## src/rtl/mem_access_unit.sv

```systemverilog
// Load/store front end for the data RAM: byte-addressed requests become
// word-indexed RAM accesses, with read-modify-write for sub-word stores and
// lane select plus sign/zero extension for loads.
module mem_access_unit #(
    parameter int unsigned SIZE = 256
) (
    input  logic        clk,
    input  logic        rst_n,
    input  logic        req_valid,
    output logic        req_ready,
    input  logic        req_we,
    input  logic [31:0] req_addr,
    input  logic [1:0]  req_size,
    input  logic        req_unsigned,
    input  logic [31:0] req_wdata,
    output logic        resp_valid,
    output logic [31:0] resp_rdata,
    output logic        resp_err,
    output logic [31:0] ram_index_r,
    output logic [31:0] ram_index_w,
    output logic        ram_wr_en,
    output logic [31:0] ram_entry,
    input  logic [31:0] ram_entry_out
);

    typedef enum logic [2:0] {StIdle, StRdIssue, StRdData, StWrite, StResp} state_e;

    state_e      state;
    logic        cap_we;
    logic [1:0]  cap_size;
    logic        cap_unsigned;
    logic [1:0]  cap_lane;
    logic [31:0] cap_wdata;
    logic [31:0] cap_index;

    logic [31:0] req_index;
    logic        req_err;
    logic [4:0]  shamt;
    logic [31:0] shifted;
    logic [31:0] lane_mask;
    logic [31:0] load_data;
    logic [31:0] merge_data;

    assign req_ready = (state == StIdle);
    assign req_index = {2'b00, req_addr[31:2]};

    // Request legality: size code, natural alignment and RAM bounds.
    always_comb begin
        req_err = 1'b0;
        unique case (req_size)
            2'b00:   req_err = 1'b0;
            2'b01:   req_err = req_addr[0];
            2'b10:   req_err = |req_addr[1:0];
            default: req_err = 1'b1;
        endcase
        if (req_index >= SIZE) begin
            req_err = 1'b1;
        end
    end

    // Lane extraction for loads and lane merge for sub-word stores.
    always_comb begin
        shamt     = {cap_lane, 3'b000};
        shifted   = ram_entry_out >> shamt;
        lane_mask = ((cap_size == 2'b00) ? 32'h0000_00ff : 32'h0000_ffff) << shamt;
        unique case (cap_size)
            2'b00:   load_data = cap_unsigned ? {24'h0, shifted[7:0]}
                                              : {{24{shifted[7]}}, shifted[7:0]};
            2'b01:   load_data = cap_unsigned ? {16'h0, shifted[15:0]}
                                              : {{16{shifted[15]}}, shifted[15:0]};
            default: load_data = ram_entry_out;
        endcase
        merge_data = (ram_entry_out & ~lane_mask) | ((cap_wdata << shamt) & lane_mask);
    end

    // Control FSM with all RAM and response outputs registered.
    always_ff @(posedge clk or negedge rst_n) begin
        if (!rst_n) begin
            state        <= StIdle;
            cap_we       <= 1'b0;
            cap_size     <= 2'b00;
            cap_unsigned <= 1'b0;
            cap_lane     <= 2'b00;
            cap_wdata    <= 32'h0;
            cap_index    <= 32'h0;
            resp_valid   <= 1'b0;
            resp_rdata   <= 32'h0;
            resp_err     <= 1'b0;
            ram_index_r  <= 32'h0;
            ram_index_w  <= 32'h0;
            ram_wr_en    <= 1'b0;
            ram_entry    <= 32'h0;
        end else begin
            unique case (state)
                StIdle: begin
                    if (req_valid) begin
                        cap_we       <= req_we;
                        cap_size     <= req_size;
                        cap_unsigned <= req_unsigned;
                        cap_lane     <= req_addr[1:0];
                        cap_wdata    <= req_wdata;
                        cap_index    <= req_index;
                        if (req_err) begin
                            resp_valid <= 1'b1;
                            resp_err   <= 1'b1;
                            resp_rdata <= 32'h0;
                            state      <= StResp;
                        end else if (req_we && req_size == 2'b10) begin
                            ram_index_w <= req_index;
                            ram_entry   <= req_wdata;
                            ram_wr_en   <= 1'b1;
                            state       <= StWrite;
                        end else begin
                            ram_index_r <= req_index;
                            state       <= StRdIssue;
                        end
                    end
                end
                StRdIssue: begin
                    state <= StRdData;
                end
                StRdData: begin
                    if (cap_we) begin
                        ram_index_w <= cap_index;
                        ram_entry   <= merge_data;
                        ram_wr_en   <= 1'b1;
                        state       <= StWrite;
                    end else begin
                        resp_valid <= 1'b1;
                        resp_err   <= 1'b0;
                        resp_rdata <= load_data;
                        state      <= StResp;
                    end
                end
                StWrite: begin
                    ram_wr_en  <= 1'b0;
                    resp_valid <= 1'b1;
                    resp_err   <= 1'b0;
                    resp_rdata <= 32'h0;
                    state      <= StResp;
                end
                StResp: begin
                    resp_valid <= 1'b0;
                    resp_err   <= 1'b0;
                    state      <= StIdle;
                end
                default: begin
                    state <= StIdle;
                end
            endcase
        end
    end

endmodule
```

## config.mk

```make
export PLATFORM = sky130hd
export DESIGN_NAME = mem_access_unit
export DESIGN_NICKNAME = d
export VERILOG_FILES = /design/src/rtl/mem_access_unit.sv
export SDC_FILE = /design/constraint.sdc
export NUM_CORES = 1
export LEC_CHECK = 0
export CORE_ASPECT_RATIO = 1.4
export CORE_MARGIN = 1.5
export CORE_UTILIZATION = 30
export CTS_CLUSTER_SIZE = 10
export DETAILED_ROUTE_END_ITERATION = 7
export PLACE_DENSITY = 0.55
export SYNTH_ARGS = -nofsm -noshare
export SYNTH_HDL_FRONTEND = slang
export SYNTH_SLANG_ARGS = --single-unit
```

## constraint.sdc

```tcl
create_clock -name clk -period 2.5 [get_ports clk]
set_clock_uncertainty 0.15 [all_clocks]
set_input_delay 0.75 -clock clk [delete_from_list [all_inputs] [get_ports clk]]
set_output_delay 0.75 -clock clk [all_outputs]
set_load 0.02 [all_outputs]
```

==> qor.csv <==
metric,value,unit
status,finished clean,
syn_avg_cell_area,10.8,um^2
synth_flop_cell,dfrtp_1,
initial_core_util,30.4,%
netlist_instances,822,
dp_slack,-612,ps
area_delta_synth_final,44.7,%
cts_max_level,4,
ir_worst_vdd,505,uV
criticalPathCategory,in2reg,
p_per_area,657,mW/mm^2
hpwl,21500,um
drv_cap,0,
vias,7201,
drtPass1Iterations,5,
worst_pin_slew,548,ps
ant_nets,0,
tns,0,ps
yosysUniqueCellTypes,51,
core_area,0.0291,mm^2
synth_area_leader_cell,dfrtp_1,
min_period,2470,ps
portBuffers,230,
routed_via_density,4.81,
clock_path_buffers,2,
antenna_found_initial,3,
critPathRequiredTime,2680,ps
critPathLaunchType,primary input,
clk_pin_slew_worst_paths,70,ps
cp.arrival,2650,ps
power_switching,2.63,mW
yosysWarnings,0,
insertion_delay,440,ps
first_iter_violations,366,
power_frac_clock,31.7,%
power_leakage,6.10,nW
grt_use_total,19.8,%
overflow,0,
synthTopCellsByCount,"182 x dfrtp_1, 180 x nand2_1, 53 x nor2_1",
timing.final.ws_setup,29.2,ps
ioPinCount,235,
post-route-util,44.0,%
synth.yosys.seq_area_share,51.5,%
wl,29800,um
syn-cell-area,0.00884,mm^2
seqPwrFrac,42.3,%
die_x,148,um
internal_power,5.78,mW
grt_max_degree,58,
die_h,206,um
cts_tree,built,
critPathCaptureType,flop,
cp_max_fo,7,
die-area,0.0305,mm^2
maxSlewHeadroom,63.0,%
fill_cells,2818,
drc,0,
cts_sinks,182,
fin_crit_sh,98.8,%
wl_per_cell,19.9,um
holdBufCountCts,0,
finalHoldViolCount,0,
grt_pass1_vias,7472,
cts_buffers,17,
slew_violations,0,
nets,1207,
setup_violations,0,
grt_pass1_wl,45000,um
ff2ff_path_depth,7,
holdWs,85.4,ps
gp_congestion,0.911,
synth.area.top_cells,"dfrtp_1 52%, nand2_1 7.6%, mux2_4 7.5%",
yosysMostFrequentCell,dfrtp_1,
yosys_register_bits,182,
hp-class,in2async,
combPwrFrac,25.9,%
max_freq,0.405,GHz
drive_gt1_share,20.0,%
sw_frac_of_total,31.3,%
synth_top_area_share,51.5,%
synthArstFlopShare,100,%
root_buffer,clkbuf_16,
synth_edf_count,0,
rows,74,
grt_setup_unrepaired,no,
-- logic make-up (layout without fill, tap and decap cells) --
| kind of cell | after synthesis | after routing | share of synthesized area (%) |
|---|---|---|---|
| AOI/OAI and AO/OA | 137 | 137 | 11.2 |
| buffers and inverters | 73 | 363 | 4.12 |
| DFF | 182 | 182 | 51.5 |
| muxes | 136 | 136 | 18.7 |
| other | 1 | 6 | 0.0424 |
| and+or+nand+nor | 293 | 293 | 14.4 |
-- per-layer routing --
layer | vias up | track usage (%) | part of all wire, %
met5 | - | 0 | 0.034
met4 | 2 | 7.89 | 3.2
met3 | 46 | 5.08 | 6.3
met2 | 248 | 34.4 | 50
met1 | 3500 | 23.2 | 40
li1 | 3405 | - | -
-- final timing paths --
kind                                              to                     start  slack [ps]
max                        ram_entry[20]$_DFFE_PN0P_              req_addr[23]          30
min                        ram_entry[28]$_DFFE_PN0P_                     rst_n          90
max reg2reg                ram_entry[21]$_DFFE_PN0P_   cap_lane[0]$_DFFE_PN0P_         160
min reg2reg                 cap_index[7]$_DFFE_PN0P_  cap_index[7]$_DFFE_PN0P_         320
max in group asynchronous  cap_index[20]$_DFFE_PN0P_                     rst_n        1410
min in group clk            cap_index[7]$_DFFE_PN0P_  cap_index[7]$_DFFE_PN0P_         320
-- worst max-delay path: stages --
cell and delay, ps:
clkdlybuf4s50_1 430, nor2_1 240, o211ai_1 240, nor2_4 180, a32oi_4 130, buf_8 170, clkbuf_16 170, mux2_1 320
-- layout make-up --
type                       count  area, um^2  area share (%)
sequential                   182        4560            35.6
multi-input combinational    570        3990            31.2
timing repair buffer         317        3140            24.6
tap                          380         475            3.72
clock buffer                  18         439            3.43
clock inverter                12         120           0.939
inverter                      16        60.1           0.470
antenna                        2        5.00          0.0391
-- registers in the layout, indices dropped and copies added, names as in the netlist --
signal and cells:
ram_index_r 30, cap_lane 2, ram_entry 32, resp_rdata 32, cap_index 30, cap_wdata 16
ram_index_w 30, resp_valid 1, cap_unsigned 1, resp_err 1, state 3, cap_size 2
ram_wr_en 1, cap_we 1
-- cells in the final DEF (no fill, tap or decap), drive strengths merged, types with 8 or more instances in the layout --
cell and instances:
a221o 16, mux2 93, o21ai 42, nor2b 31
clkbuf 22, o2bb2ai 10, dfrtp 182, buf 86
nor2 55, nand2 181, mux2i 42, o41ai 8
dlymetal6s2s 9, a21oi 25, clkdlybuf4s50 204, o31ai 10
dlygate4sd2 10, inv 19
-- stage by stage --
step,area [um^2],power [mW],std cells
after floorplan,8850,4.65,825
after global placement,12000,5.79,1452
after detailed placement,12000,5.80,1452
after CTS,12700,8.51,1494
after global routing,12800,8.81,1496
final,12800,8.41,1497
-- power groups by stage --
stage	Sequential (mW)	Combinational, mW	Clock (mW)
finish	3.56	2.18	2.67
global route	3.60	2.34	2.86
CTS	3.56	2.20	2.75
detailed placement	3.61	2.19	0
global placement	3.61	2.17	0
floorplan	3.82	0.830	0
-- repair_timing --
item,4_1_cts,5_1_grt
gates resized for setup,30,25
pin swaps,6,10
buffers inserted,8,0
cloned,4,2
setup endpoints to repair,111,99
(Power assumes the default switching activity.)
